==> config.mk <==
export PLATFORM = sky130hd
export DESIGN_NAME = snoop_dispatcher
export DESIGN_NICKNAME = d
export VERILOG_FILES = /design/src/rtl/snoop_dispatcher.sv
export SDC_FILE = /design/constraint.sdc
export NUM_CORES = 1
export LEC_CHECK = 0
export BUFFER_PORTS_ARGS = -buffer_cell sky130_fd_sc_hd__buf_2
export CAP_MARGIN = 20
export CELL_PAD_IN_SITES_DETAIL_PLACEMENT = 0
export CELL_PAD_IN_SITES_GLOBAL_PLACEMENT = 1
export CORE_ASPECT_RATIO = 1.2
export CORE_MARGIN = 8
export CORE_UTILIZATION = 29
export DETAILED_ROUTE_END_ITERATION = 8
export GPL_TIMING_DRIVEN = 0
export HOLD_SLACK_MARGIN = 0.08
export PLACE_DENSITY_LB_ADDON = 0.25
export RECOVER_POWER = 50
export SLEW_MARGIN = 40
export SYNTH_ARGS = -nofsm -noshare
export SYNTH_HDL_FRONTEND = slang
export SYNTH_SLANG_ARGS = --single-unit
==> constraint.sdc <==
create_clock -name clk -period 1.75 [get_ports clk]
set_input_delay 0.0875 -clock clk [delete_from_list [all_inputs] [get_ports clk]]
set_output_delay 0.0875 -clock clk [all_outputs]
set_load 0.02 [all_outputs]
==> src/rtl/snoop_dispatcher.sv <==
// ---------------------------------------------------------------------------
// snoop_dispatcher
//
// Takes one snoop-filter result at a time and fans it out as per-RN snoop
// requests. It then collects the snoop responses and reports a single
// completion that carries the tag, the requester NodeID, a merged dirty flag
// and a timeout flag.
//
// Parameters
//   WIDTH    snoop tag width
//   TIMEOUT  maximum number of WAIT cycles before a forced completion (1..255)
//
// Ports
//   clk, reset                 clock; synchronous active-high reset
//   req_valid/req_ready        filter result handshake
//   req_tag/opcode/nid/flag    filter result payload (flag bit j -> RN(j+1))
//   snp_valid/snp_ready [3:0]  per-RN snoop request handshake
//   snp_tag, snp_op            shared snoop payload
//   snp_resp_valid/dirty [3:0] per-RN snoop response pulses
//   done_valid/done_ready      completion handshake
//   done_tag/nid/dirty/timeout completion payload
//   busy                       high whenever a transaction is in flight
//
// While reset is high every output is held at 0. req_ready therefore rises
// in the first cycle after reset is released.
// ---------------------------------------------------------------------------
module snoop_dispatcher #(
    parameter int WIDTH   = 33,
    parameter int TIMEOUT = 255
) (
    input  logic             clk,
    input  logic             reset,
    input  logic             req_valid,
    output logic             req_ready,
    input  logic [WIDTH-1:0] req_tag,
    input  logic [6:0]       req_opcode,
    input  logic [6:0]       req_nid,
    input  logic [3:0]       req_flag,
    output logic [3:0]       snp_valid,
    input  logic [3:0]       snp_ready,
    output logic [WIDTH-1:0] snp_tag,
    output logic [1:0]       snp_op,
    input  logic [3:0]       snp_resp_valid,
    input  logic [3:0]       snp_resp_dirty,
    output logic             done_valid,
    input  logic             done_ready,
    output logic [WIDTH-1:0] done_tag,
    output logic [6:0]       done_nid,
    output logic             done_dirty,
    output logic             done_timeout,
    output logic             busy
);

    localparam logic [6:0] OP_READ_SHARED = 7'h01;
    localparam logic [6:0] OP_READ_UNIQUE = 7'h07;
    localparam logic [7:0] TIMEOUT_C      = 8'(TIMEOUT);

    typedef enum logic [1:0] {
        ST_IDLE  = 2'd0,
        ST_ISSUE = 2'd1,
        ST_WAIT  = 2'd2,
        ST_DONE  = 2'd3
    } state_t;

    state_t             state_reg,   state_next;
    logic [WIDTH-1:0]   tag_reg,     tag_next;
    logic [6:0]         nid_reg,     nid_next;
    logic [1:0]         op_reg,      op_next;
    logic [3:0]         pend_reg,    pend_next;
    logic [3:0]         sent_reg,    sent_next;
    logic               dirty_reg,   dirty_next;
    logic               timeout_reg, timeout_next;
    logic [7:0]         cnt_reg,     cnt_next;

    // Per-RN event vectors for the current cycle
    logic [3:0] hs;          // snoop request handshake
    logic [3:0] resp_acc;    // response accepted (snoop was outstanding)
    logic [3:0] resp_dirty;  // accepted response reported dirty
    logic [3:0] pend_upd;    // pend after this cycle's handshakes
    logic [3:0] sent_upd;    // sent after this cycle's handshakes/responses
    logic       collecting;  // responses are meaningful only in ISSUE/WAIT
    logic [7:0] cnt_inc;
    logic [1:0] op_map;

    assign collecting = (state_reg == ST_ISSUE) || (state_reg == ST_WAIT);
    assign cnt_inc    = cnt_reg + 8'd1;

    // Each RN is handled independently, so several snoops may hand off and
    // several responses may land in the same cycle. A response counts only
    // if its snoop had already been handed off by the start of the cycle.
    // A response in the same cycle as the handshake is ignored.
    genvar gi;
    generate
        for (gi = 0; gi < 4; gi++) begin : g_rn
            assign hs[gi]         = (state_reg == ST_ISSUE) & pend_reg[gi] & snp_ready[gi];
            assign resp_acc[gi]   = collecting & sent_reg[gi] & snp_resp_valid[gi];
            assign resp_dirty[gi] = resp_acc[gi] & snp_resp_dirty[gi];
            assign pend_upd[gi]   = pend_reg[gi] & ~hs[gi];
            assign sent_upd[gi]   = (sent_reg[gi] & ~resp_acc[gi]) | hs[gi];
        end
    endgenerate

    // The opcode is reduced to the snoop type once, at acceptance
    always_comb begin
        op_map = 2'b00;
        if (req_opcode == OP_READ_SHARED) begin
            op_map = 2'b01;
        end else if (req_opcode == OP_READ_UNIQUE) begin
            op_map = 2'b10;
        end
    end

    always_comb begin
        state_next   = state_reg;
        tag_next     = tag_reg;
        nid_next     = nid_reg;
        op_next      = op_reg;
        pend_next    = pend_reg;
        sent_next    = sent_reg;
        dirty_next   = dirty_reg;
        timeout_next = timeout_reg;
        cnt_next     = cnt_reg;

        case (state_reg)
            ST_IDLE: begin
                if (req_valid) begin
                    tag_next     = req_tag;
                    nid_next     = req_nid;
                    op_next      = op_map;
                    pend_next    = req_flag;
                    sent_next    = 4'b0000;
                    dirty_next   = 1'b0;
                    timeout_next = 1'b0;
                    cnt_next     = 8'd0;
                    // An empty snoop vector completes immediately
                    state_next   = (req_flag == 4'b0000) ? ST_DONE : ST_ISSUE;
                end
            end

            ST_ISSUE: begin
                pend_next  = pend_upd;
                sent_next  = sent_upd;
                dirty_next = dirty_reg | (|resp_dirty);
                if (pend_upd == 4'b0000) begin
                    cnt_next   = 8'd0;
                    state_next = (sent_upd == 4'b0000) ? ST_DONE : ST_WAIT;
                end
            end

            ST_WAIT: begin
                sent_next  = sent_upd;
                dirty_next = dirty_reg | (|resp_dirty);
                cnt_next   = cnt_inc;
                if (sent_upd == 4'b0000) begin
                    state_next = ST_DONE;
                end else if (cnt_inc == TIMEOUT_C) begin
                    // Give up on the missing responses. Any response that
                    // arrives later finds sent clear and is dropped.
                    state_next   = ST_DONE;
                    timeout_next = 1'b1;
                    sent_next    = 4'b0000;
                end
            end

            ST_DONE: begin
                if (done_ready) begin
                    state_next = ST_IDLE;
                end
            end

            default: begin
                state_next = ST_IDLE;
            end
        endcase
    end

    always_ff @(posedge clk) begin
        if (reset) begin
            state_reg   <= ST_IDLE;
            tag_reg     <= '0;
            nid_reg     <= 7'd0;
            op_reg      <= 2'b00;
            pend_reg    <= 4'b0000;
            sent_reg    <= 4'b0000;
            dirty_reg   <= 1'b0;
            timeout_reg <= 1'b0;
            cnt_reg     <= 8'd0;
        end else begin
            state_reg   <= state_next;
            tag_reg     <= tag_next;
            nid_reg     <= nid_next;
            op_reg      <= op_next;
            pend_reg    <= pend_next;
            sent_reg    <= sent_next;
            dirty_reg   <= dirty_next;
            timeout_reg <= timeout_next;
            cnt_reg     <= cnt_next;
        end
    end

    // Outputs come straight from registered state, gated by reset. This
    // keeps every output at 0 while reset is high, before the first edge.
    always_comb begin
        req_ready    = 1'b0;
        snp_valid    = 4'b0000;
        snp_tag      = '0;
        snp_op       = 2'b00;
        done_valid   = 1'b0;
        done_tag     = '0;
        done_nid     = 7'd0;
        done_dirty   = 1'b0;
        done_timeout = 1'b0;
        busy         = 1'b0;
        if (!reset) begin
            req_ready    = (state_reg == ST_IDLE);
            snp_valid    = (state_reg == ST_ISSUE) ? pend_reg : 4'b0000;
            snp_tag      = tag_reg;
            snp_op       = op_reg;
            done_valid   = (state_reg == ST_DONE);
            done_tag     = tag_reg;
            done_nid     = nid_reg;
            done_dirty   = dirty_reg;
            done_timeout = timeout_reg;
            busy         = (state_reg != ST_IDLE);
        end
    end

endmodule

# [After elaboration in Yosys (flattened, before gate mapping)]
# Index checks and enable logic that the tools add are counted.
[totals] elab_cells=116 regBits=62 out_inout_bits=84
[op_classes] muxes=34 n_bitwise=41 n_addsub=1 n_eq_ne=12 n_reduce_logical=19
[op_table] op="two-way mux 33 bit" count=1
[op_table] op="AND 1 bit" count=28
[op_table] op="two-way mux 4 bit" count=6
[op_table] op="case mux 8 bit (3 select lines)" count=1
[op_table] op="two-way mux 2 bit" count=9
[op_table] op="two-way mux 8 bit" count=2
[op_table] op="logical NOT 4 bit" count=3
[op_table] op="case mux 4 bit (3 select lines)" count=1
[op_table] op="two-way mux 1 bit" count=9
[op_table] op="adder 8 x 1 -> 8 bit (second input constant)" count=1
[op_table] op="equality test 8 bit (second input constant)" count=1
[op_table] op="NOT 1 bit" count=8
[op_table] op="case mux 2 bit (4 select lines)" count=1
[op_table] op="case mux 4 bit (2 select lines)" count=1
[op_table] op="AND reduction 2 bit" count=4
[op_table] op="AND reduction 4 bit" count=2
[op_table] op="nonzero test 2 bit" count=4
[op_table] op="equality test 7 x 1 -> 1 bit (second input constant)" count=1
[op_table] op="equality test 7 x 3 -> 1 bit (second input constant)" count=1
[op_table] op="two-way mux 7 bit" count=1
[op_table] op="!= test 2 bit (second input constant)" count=3
[op_table] op="bitwise OR 1 bit" count=5
[op_table] op="equality test 2 bit (second input constant)" count=2
[op_table] op="!= test 2 x 1 -> 1 bit (second input constant)" count=2
[op_table] op="other kinds (9)" count=10

# [Longest topological paths before layout]
# Gate-level depths: netlist of the first run.
[depth] ltp_word=11 ltp_mapped=10 depth_no_buf=8

# [Worst setup path after synthesis of the first run]
# OpenSTA, ideal clock, no wires.
[synth_timing] path_type="register -> register" from="reg state_reg[0]" to="reg state_reg[0]" setup_slack_ps=-110 arrival_time_ps=1802 stages_incl_launch_ff=10 synth_period_minus_slack_ps=1860 setup_ps=58 path_buffers=1 path_cell_list="dfxtp_1 inv_1 ha_1 buf_2 nand2_1 a32oi_1 nand4_1 o31ai_1 a211o_1 o211a_1"
[synth_between] elab_chain_len=11
[synth_rtl] item="start: declaration" line_no="65" source="state_t state_reg, state_next;"
[synth_rtl] item="start signal: assignment" line_no="189" source="state_reg <= state_next;"
[synth_rtl] item="equality test 2 x 1 -> 1 bit / equality test 2 bit (equally long branches)" line_no="85, 95, 124"
[synth_rtl] item="logical OR 1 bit" line_no="85" source="assign collecting = (state_reg == ST_ISSUE) || (state_reg == ST_WAIT);"
[synth_rtl] item="AND 1 bit (2 in a row)" line_no="96" source="assign resp_acc[gi] = collecting & sent_reg[gi] & snp_resp_valid[gi];"
[synth_rtl] item="NOT 1 bit" line_no="99" source="assign sent_upd[gi] = (sent_reg[gi] & ~resp_acc[gi]) | hs[gi];"
[synth_rtl] item="AND 1 bit" line_no="99"
[synth_rtl] item="bitwise OR 1 bit" line_no="99"
[synth_rtl] item="logical NOT 4 bit" line_no="146, 154"
[synth_rtl] item="two-way mux 1 bit" line_no="146" source="state_next = (sent_upd == 4'b0000) ? ST_DONE : ST_WAIT;"
[synth_rtl] item="two-way mux 2 bit" line_no="144" source="if (pend_upd == 4'b0000) begin"
[synth_rtl] item="case mux 2 bit (4 select lines)" line_no="124" source="case (state_reg)"
# Parallel ways exist; a longest one is shown, timed or not. The select of a mux whose other input is x is not followed.
# A chain may end at the register's enable or synchronous reset.

# [Final worst setup path of the first run]
# Ends and elaborated chain as after synthesis.

==> results of run 1 <==
## stage by stage
stage	setup TNS, ns	power [uW]	area [sq um]
floorplan	-0.000767	3420	3350
global placement	-6.35	4070	4290
detailed placement	-6.71	4100	4290
CTS	-0.219	6370	5180
global route	-1.51	6910	5300
finish	-0.283	6480	5300
## power breakdown
part | switching [uW] | leakage [uW] | internal [uW]
sequential | 146 | 0.000511 | 1640
combinational | 1600 | 0.00170 | 1120
clock | 587 | 0.000161 | 1390
## worst min-delay path by stage
stage,to,slack [ns],depth (start not counted)
3_5_place_dp,tag_reg[25],0.33,3
3_3_place_gp,tag_reg[2],0.33,3
5_1_grt,sent_reg[0],0.16,3
4_1_cts,sent_reg[0],0.12,3
6_report,sent_reg[0],0.14,3
2_1_floorplan,nid_reg[0],0.22,2
## cells by family (layout without fill, tap and decap cells)
family          after synthesis  in the layout  synth area share (%)
compound gates               89             89                  16.7
buf+inv                      64            282                  11.1
xor+xnor                      4              4                  1.51
simple gates                210            210                  30.1
flops                        62             62                  37.3
mux                           2              2                 0.640
fa+ha+maj                     7              7                  2.64
## worst max-delay path: cells and delay by family, from the launching register on
family          cells  cell delay (ns)
simple gates        2             0.31
compound gates      4             0.79
buf+inv             1             0.04
flops               1             0.37
fa+ha+maj           1             0.30
## timing repair
| action | 4_1_cts | 5_1_grt |
|---|---|---|
| hold endpoints to repair | 41 | 0 |
| setup endpoints to repair | 64 | 67 |
| pin swaps | 10 | 14 |
| hold buffers | 42 | 0 |
| cloned | 0 | 1 |
| buffers inserted | 8 | 4 |
| gates resized for setup | 29 | 35 |
## cell usage in the layout, fill, tap and decap left out, types with 8 or more instances in the layout
cell             n
nor2_1          22
nand2_1         94
nor2b_1         54
clkbuf_16        9
dfxtp_1         55
buf_4           44
buf_2          110
o21ai_1          8
clkbuf_1        41
dlygate4sd3_1   42
a21oi_1         53
clkbuf_2        23
## final cells by class
cell class	instances	share of cell area, %
repair buffers	205	23.3
flip-flops and latches	62	23.8
clock inverters	4	1.79
inverters	6	0.519
clock buffers	12	4.46
plain buffers	55	6.61
multi-input cells	312	35.8
well taps	157	3.71
## synthesized netlist by cell type, types with 2 or more instances
master | n | area share [%]
a211o_1 | 2 | 0.53
a21o_1 | 3 | 0.68
a21oi_1 | 55 | 8.3
a32oi_1 | 5 | 1.3
and2_1 | 2 | 0.38
and3_1 | 5 | 0.94
buf_2 | 4 | 0.60
buf_4 | 33 | 7.5
clkbuf_1 | 21 | 2.4
dfxtp_1 | 62 | 37
ha_1 | 7 | 2.6
inv_1 | 5 | 0.56
nand2_1 | 101 | 11
nand2b_1 | 2 | 0.38
nand3_1 | 5 | 0.75
nand3b_1 | 2 | 0.45
nand4_1 | 3 | 0.56
nor2_1 | 23 | 2.6
nor2_2 | 2 | 0.38
nor2b_1 | 54 | 10
nor3_1 | 4 | 0.60
nor4_1 | 5 | 0.94
o211a_1 | 3 | 0.90
o21ai_0 | 4 | 0.60
o21ai_1 | 8 | 1.2
xor2_2 | 2 | 0.98
## layer usage
| layer | up-vias | wire [microns] |
|---|---|---|
| met1 | 1643 | 4870 |
| met4 | 0 | 150 |
| met5 | - | 0 |
| met3 | 13 | 835 |
| met2 | 116 | 5720 |
| li1 | 1851 | - |
==> impl_metrics.py, run 1 <==
metrics = {
    "sta": {
        "worstMarginPinSlew_ns": 0.609,
        "rsz0062_at_grt": "true",
        "fin_crit_sh_pct": 107,
        "drv_slew": 0,
        "hold_ws_ns": 0.137,
        "fin_worst_skew_ns": 0.00709,
        "hold_viol": 0,
        "slew-limit-headroom_pct": 59.4,
        "fmax_mhz": 535,
        "final.setup.worst_slack_ns": -0.121,
        "final-setup-viol-count": 5,
        "fin_crit_ns": 1.87,
    },
    "synth": {
        "synth.cell_area_sq_um": 3320,
        "ys_ff_latch": 62,
        "synthArstFlopShare_pct": 0,
        "seq_area_frac_synth_pct": 37.3,
        "syn-instance-count": 438,
        "synth_warnings": 0,
        "syn_nets": 512,
        "ys.flop_type": "dfxtp_1",
        "synth.distinct_cells": 42,
        "synth_edf_count": 0,
        "avgSynthCellArea_sq_um": 7.59,
    },
    "placed_design": {
        "io_buffers": 150,
        "place_inst": 745,
        "routabilityCongestion": 0.813,
        "pre_cts_ws_ns": -0.302,
        "hpwl_mm": 8.60,
    },
    "route": {
        "antenna_left": 0,
        "drc": 0,
        "wire_per_inst_microns": 14.2,
        "drt_first_pass_iters": 4,
        "routed_wl_mm": 11.6,
        "first_iter_violations": 102,
        "vias": 3623,
        "vias_per_cell": 4.46,
    },
    "clocking": {
        "path_clk_slew_ns": 0.05,
        "h-tree-depth": 3,
        "cts_made_buffers": 9,
        "cts_sinks": 62,
        "cts_tree": "built",
        "root_buffer": "clkbuf_16",
        "clockBufferDepth": 2,
        "worstSkewPairLatency_ns": 0.32,
    },
    "pwr": {
        "vdd_drop_max_mv": 0.575,
        "leakage_uw": 0.00237,
        "p_per_area_nw_per_um2": 1220,
    },
    "global_route": {
        "grt_overflow": 0,
        "globalRouteMet2Util_pct": 26.6,
        "grtUsageTotal_pct": 15.1,
        "first_global_vias": 3879,
        "grt.busiest_layer": "met2",
        "antenna_found_initial": 0,
        "grt_max_degree": 11,
        "grtUsageMet1_pct": 16.8,
        "grt_pass1_wl_mm": 18.9,
        "met3_usage_pct": 4.66,
    },
    "cells_and_area": {
        "seq_area_sq_um": 1260,
        "drive_gt1_share_pct": 35.8,
        "largest_reg_flops": 33,
        "final_cells": 813,
        "fin_util_pct": 46.7,
        "antenna_cells": 0,
        "multi_input_area_sq_um": 1900,
        "area_growth_pct": 59.5,
        "fillers": 1167,
        "finish.net_count": 725,
    },
    "run_status": {
        "status": "finished, violations left",
        "violations": "setup timing",
    },
    "worst_setup_path": {
        "crit_fanout": 6,
        "path_cells": "inv_4 -> ha_4 -> nand2_2 -> a32oi_2 -> nand4_1 -> o31ai_1 -> a211o_1 -> o211a_1",
        "end_kind": "flip-flop",
        "r2r-start": "state_reg[0]",
        "r2r-end": "state_reg[0]",
        "reg2regPathDepth": 8,
        "worstPathRequired_ns": 2.01,
        "criticalPathCategory": "flip-flop to flip-flop",
        "r2r_slack_ns": -0.12,
        "worst_path_max_delay_cell": "dfxtp_4",
        "cp_slowest_stage_delay_ns": 0.37,
        "crit_end": "state_reg[0]",
        "startpoint": "state_reg[0]",
        "critPathLaunchType": "flip-flop",
        "arrival_ns": 2.13,
    },
    "floorplan": {
        "die_area_sq_um": 15200,
        "die_w_microns": 114,
        "fp.dieH_microns": 133,
        "ios": 151,
        "num_rows": 43,
        "fp.coreArea_sq_um": 11400,
        "start_util_pct": 29.3,
    },
    "worst_hold_path": {
        "min-delay-start": "snp_ready[0]",
        "hold_path.class": "input pin to flip-flop",
    },
    "flow_run": {
        "max_cap_violations": 0,
    },
}
Note: power is estimated with default switching activity, not from simulation.
==> run 2: changes to the inputs <==
--- a/config.mk
+++ b/config.mk
@@ -5,6 +5,7 @@
 export SDC_FILE = /design/constraint.sdc
 export NUM_CORES = 1
 export LEC_CHECK = 0
+export ABC_AREA = 1
 export BUFFER_PORTS_ARGS = -buffer_cell sky130_fd_sc_hd__buf_2
 export CAP_MARGIN = 20
 export CELL_PAD_IN_SITES_DETAIL_PLACEMENT = 0
==> impl_metrics.py, run 2 <==
metrics = {
    "sta": {
        "fin_tns_setup_ns": 0,
        "fin_worst_skew_ns": 0.00689,
        "drv_slew": 0,
        "final-setup-viol-count": 0,
        "rsz0062_at_grt": "true",
        "fin_crit_ns": 1.71,
        "final.setup.worst_slack_ns": 0.0360,
        "slew-limit-headroom_pct": 59.5,
        "fmax_mhz": 583,
        "fin_crit_sh_pct": 97.9,
        "hold_viol": 0,
        "worstMarginPinSlew_ns": 0.608,
    },
    "worst_setup_path": {
        "cp_top_family": "simple AND/OR/NAND/NOR gates",
        "r2r-start": "state_reg[1]",
        "startpoint": "state_reg[1]",
        "r2r_slack_ns": 0.04,
        "crit_end": "state_reg[1]",
        "path_depth": 12,
        "arrival_ns": 1.97,
        "worst_path_max_delay_cell": "dfxtp_4",
        "path_buf_inv": 3,
        "end_kind": "flip-flop",
        "worstPathRequired_ns": 2.00,
        "cp_slowest_stage_delay_ns": 0.34,
        "r2r-end": "state_reg[1]",
        "path_cells": "inv_2 -> ha_4 -> buf_4 -> nand3_2 -> nand3_2 -> nor3_4 -> buf_4 -> o21a_1 -> nand2_2 -> nand2_1 -> nand2_1 -> nor2_1",
        "critPathLaunchType": "flip-flop",
        "criticalPathCategory": "flip-flop to flip-flop",
        "reg2regPathDepth": 12,
        "crit_fanout": 5,
    },
    "global_route": {
        "grt_overflow": 0,
        "first_global_vias": 3800,
        "grt_max_degree": 11,
        "grt_pass1_wl_mm": 18.2,
        "antenna_found_initial": 0,
        "grtUsageTotal_pct": 14.9,
    },
    "placed_design": {
        "pre_cts_ws_ns": -0.237,
        "place_inst": 758,
        "io_buffers": 149,
        "routabilityCongestion": 0.780,
        "hpwl_mm": 8.61,
    },
    "cells_and_area": {
        "final_cells": 834,
        "drive_gt1_share_pct": 30.3,
        "fillers": 1152,
        "antenna_cells": 0,
        "largest_reg_flops": 33,
        "fin_util_pct": 46.7,
        "final_common_cell": "buf_2",
        "layout_common_cells": "buf_2 (102), nor2_1 (76), inv_1 (66)",
        "area_growth_pct": 56.5,
        "finish.net_count": 772,
    },
    "route": {
        "routed_wl_mm": 11.6,
        "antenna_left": 0,
        "vias": 3766,
        "first_iter_violations": 162,
        "drt_first_pass_iters": 4,
        "drc": 0,
        "vias_per_cell": 4.52,
        "wire_per_inst_microns": 13.9,
    },
    "synth": {
        "ys.flop_type": "dfxtp_1",
        "yosysMostFrequentCell": "nor2_1",
        "synthArstFlopShare_pct": 0,
        "synth_top_area_share_pct": 37.7,
        "synth_edf_count": 0,
        "syn_nets": 551,
        "synth_warnings": 0,
        "synth.cell_area_sq_um": 3290,
        "yosysTopAreaCell": "dfxtp_1",
        "syn-instance-count": 477,
        "ys_top_cells_by_count": "nor2_1 (77), inv_1 (69), dfxtp_1 (62)",
        "ys_ff_latch": 62,
        "synth.distinct_cells": 28,
        "avgSynthCellArea_sq_um": 6.90,
        "seq_area_frac_synth_pct": 37.7,
        "synth_area_leaders": "dfxtp_1 (38%), a21oi_1 (9.3%), nor2_1 (8.8%)",
    },
    "floorplan": {
        "die_w_microns": 113,
        "num_rows": 42,
        "start_util_pct": 29.8,
        "ios": 151,
        "die_area_sq_um": 15000,
        "fp.dieH_microns": 133,
        "fp.coreArea_sq_um": 11000,
    },
    "clocking": {
        "cts_sinks": 62,
        "clockBufferDepth": 2,
        "root_buffer": "clkbuf_16",
        "h-tree-depth": 3,
        "cts_tree": "built",
        "cts_made_buffers": 9,
        "path_clk_slew_ns": 0.05,
        "worstSkewPairLatency_ns": 0.33,
    },
    "pwr": {
        "vdd_drop_max_mv": 0.826,
        "leakage_uw": 0.00238,
        "p_per_area_nw_per_um2": 1390,
    },
    "flow_run": {
        "max_cap_violations": 0,
    },
    "worst_hold_path": {
        "hold_path.class": "input pin to flip-flop",
    },
    "run_status": {
        "status": "complete, no violations",
    },
}
## run 2: changes by cell type in the layout (fill, tap and decap cells not counted), sizes merged, moves of 5 or more
cell	before	now
a21oi	55	61
a32oi	5	0
and3	5	0
buf	157	151
clkbuf	73	79
dlygate4sd3	42	47
inv	6	69
nand2	101	51
nand3	6	15
nor2	25	79
nor2b	54	0
o21ai	13	53
## run 2: tightest hold or removal path, stage by stage
cell and delay [ns]:
buf_2 0.07, o21ai_0 0.08, a21oi_1 0.12
## run 2: timing repair
| item | in CTS | in global routing |
|---|---|---|
| pin swaps | 8 | 13 |
| endpoints found under the setup margin | 57 | 37 |
| hold buffers | 47 | 0 |
| setup buffers | 7 | 6 |
| resized for setup | 20 | 24 |
| endpoints found under the hold margin | 43 | 0 |
| cloned | 1 | 1 |
## run 2: per-stage QoR
stage | area [sq um] | total power (uW) | hold slack, ns
2_1_floorplan | 3290 | 3970 | 0.250
3_3_place_gp | 4200 | 4760 | 0.368
3_5_place_dp | 4200 | 4790 | 0.376
4_1_cts | 5110 | 7110 | 0.0817
5_1_grt | 5150 | 7700 | 0.103
6_report | 5150 | 7170 | 0.0852
## run 2: logic make-up (layout without fill, tap and decap cells)
family | after synthesis | in the layout | synth area share [%]
buffers and inverters | 126 | 351 | 18.8
AOI/OAI and AO/OA | 124 | 124 | 20.1
adders and majority gates | 7 | 7 | 2.66
DFF | 62 | 62 | 37.7
muxes | 1 | 1 | 0.342
and+or+nand+nor | 157 | 157 | 20.4
## run 2: report_power, final
part           switching [uW]  total (uW)  leakage, uW  internal (uW)
clock network             619        1850     0.000152           1230
logic                    1980        3320      0.00172           1330
registers                 195        2000     0.000513           1810
## run 2: how the worst min path moves through the flow
| stage | from | to | slack (ns) | cells after the start |
|---|---|---|---|---|
| 3_3_place_gp | req_tag[12] | tag_reg[12] | 0.37 | 3 |
| 2_1_floorplan | req_flag[0] | pend_reg[0] | 0.25 | 2 |
| 3_5_place_dp | req_tag[21] | tag_reg[21] | 0.38 | 3 |
| 5_1_grt | req_tag[6] | tag_reg[6] | 0.10 | 3 |
| 4_1_cts | req_tag[7] | tag_reg[7] | 0.08 | 3 |
| 6_report | req_tag[7] | tag_reg[7] | 0.09 | 3 |
## run 2: cell type report
cell class                 count  area (sq um)  area share [%]
timing repair buffer         211          1280            24.9
tap                          132           165            3.21
multi-input combinational    289          1530            29.6
clock buffer                  10           229            4.44
inverter                      69           262            5.08
buffer                        56           359            6.97
sequential                    62          1250            24.3
clock inverter                 5          75.1            1.46
## run 2: routing by layer
layer,vias up,routed length [microns],GRT usage (%),part of all wire (%)
met5,-,0,0,0
met4,0,150,6.23,1.3
met3,12,712,3.60,6.2
met2,109,5700,26.2,49
met1,1706,5000,16.8,43
li1,1939,-,-,-
==> run 3: changes to the inputs <==
==> constraint.sdc (replaced) <==
create_clock -name clk -period 1.48 [get_ports clk]
set_input_delay 0.074 -clock clk [delete_from_list [all_inputs] [get_ports clk]]
set_output_delay 0.074 -clock clk [all_outputs]
set_load 0.02 [all_outputs]
==> impl_metrics.py, run 3 (synthesis results as in run 2) <==
metrics = {
    "run_status": {
        "status": "finished, violations left",
        "violations": "setup timing",
    },
    "worst_hold_path": {
        "min-delay-start": "snp_ready[2]",
        "hold_end": "pend_reg[2]",
        "hold_path.class": "input pin to flip-flop",
        "hold_depth": 4,
    },
    "sta": {
        "rsz0062_at_grt": "true",
        "fin_worst_skew_ns": 0.00497,
        "fmax_mhz": 584,
        "slew-limit-headroom_pct": 70.1,
        "fin_crit_sh_pct": 116,
        "hold_viol": 0,
        "hold_ws_ns": 0.108,
        "fin_tns_setup_ns": -2.15,
        "worstMarginPinSlew_ns": 0.449,
        "fin_crit_ns": 1.71,
        "drv_slew": 0,
        "final.setup.worst_slack_ns": -0.232,
        "final-setup-viol-count": 23,
    },
    "clocking": {
        "h-tree-depth": 3,
        "worstSkewPairLatency_ns": 0.33,
        "cts_tree": "built",
        "cts_made_buffers": 9,
        "clockBufferDepth": 2,
        "path_clk_slew_ns": 0.06,
        "cts_sinks": 62,
        "root_buffer": "clkbuf_16",
    },
    "worst_setup_path": {
        "worstPathRequired_ns": 1.74,
        "reg2regPathDepth": 12,
        "r2r_slack_ns": -0.23,
        "critPathLaunchType": "flip-flop",
        "r2r-end": "state_reg[1]",
        "crit_fanout": 5,
        "r2r-start": "state_reg[1]",
        "arrival_ns": 1.98,
        "end_kind": "flip-flop",
        "criticalPathCategory": "flip-flop to flip-flop",
    },
    "floorplan": {
        "start_util_pct": 29.8,
        "ios": 151,
        "num_rows": 42,
        "die_w_microns": 113,
        "fp.dieH_microns": 133,
        "die_area_sq_um": 15000,
        "fp.coreArea_sq_um": 11000,
    },
    "route": {
        "antenna_left": 0,
        "vias": 3775,
        "wire_per_inst_microns": 14.0,
        "drt_first_pass_iters": 4,
        "first_iter_violations": 171,
        "drc": 0,
        "routed_wl_mm": 11.8,
        "vias_per_cell": 4.49,
    },
    "cells_and_area": {
        "antenna_cells": 0,
        "fin_util_pct": 50.0,
        "stdcell_area_sq_um": 5520,
        "area_growth_pct": 67.8,
        "layout_common_cells": "buf_2 (106), nor2_1 (67), inv_1 (63)",
        "largest_reg_flops": 33,
        "drive_gt1_share_pct": 38.3,
        "final_cells": 840,
        "finish.net_count": 777,
        "final_common_cell": "buf_2",
    },
    "global_route": {
        "grtUsageTotal_pct": 15.1,
        "first_global_vias": 3745,
        "grt_overflow": 0,
        "grt_max_degree": 12,
        "grt_pass1_wl_mm": 18.5,
        "antenna_found_initial": 0,
    },
    "flow_run": {
        "max_cap_violations": 0,
    },
    "pwr": {
        "p_per_area_nw_per_um2": 1700,
        "vdd_drop_max_mv": 0.793,
        "leakage_uw": 0.00258,
    },
    "placed_design": {
        "io_buffers": 149,
        "place_inst": 758,
        "routabilityCongestion": 0.758,
        "place_area_sq_um": 4280,
        "hpwl_mm": 8.51,
    },
}
==> run 3: area by class of cell <==
class	instances	area [sq um]
Fill cell	1102	5510
Multi-Input combinational cell	289	1710
Timing Repair Buffer	217	1390
Sequential cell	62	1260
Buffer	55	369
Clock buffer	11	264
Inverter	69	264
Tap cell	132	165
Clock inverter	5	103
==> run 3: power by group <==
| group | total [uW] | internal [uW] | switching (uW) |
|---|---|---|---|
| sequential | 2420 | 2150 | 279 |
| combinational | 4400 | 1830 | 2570 |
| clock | 2550 | 1790 | 763 |
==> run 3: worst max path at each step <==
stage | from | to | slack, ns | cells past startpoint
5_1_grt | state_reg[1] | state_reg[1] | -0.34 | 12
4_1_cts | state_reg[0] | state_reg[1] | -0.21 | 12
6_report | state_reg[1] | state_reg[1] | -0.23 | 12
2_1_floorplan | state_reg[0] | state_reg[1] | -0.11 | 12
3_5_place_dp | state_reg[0] | state_reg[0] | -0.33 | 13
3_3_place_gp | state_reg[0] | state_reg[1] | -0.33 | 13
==> run 3: what timing repair did <==
action / 4_1_cts / 5_1_grt
resized for setup: 33 / 72
buffers inserted: 9 / 9
endpoints found under the hold margin: 46 / 0
cloned: 1 / 0
hold buffers: 49 / 0
pin swaps: 9 / 17
setup endpoints to repair: 97 / 69
==> run 3: layer usage <==
metal | GRT usage [%] | share of wire, % | vias up
met5 | 0 | 0 | -
met2 | 25.4 | 48 | 117
met4 | 5.12 | 1.5 | 0
met3 | 4.42 | 6.4 | 17
li1 | - | - | 1949
met1 | 17.8 | 44 | 1692
==> run 3: critical path: stages (launching register included) <==
cell and delay, ns:
dfxtp_4 0.36, inv_4 0.05, ha_4 0.16, buf_12 0.14
nand3_4 0.07, nand3_4 0.09, nor3_4 0.22, buf_4 0.16
o21a_1 0.12, nand2_2 0.07, nand2_1 0.06, nand2_1 0.04
nor2_1 0.09
==> run 3: stage by stage <==
stage	setup slack, ns	power, uW
after floorplan	-0.110	4850
after global placement	-0.325	5770
after detailed placement	-0.335	5820
after CTS	-0.209	8880
after global routing	-0.341	10000
final	-0.232	9380
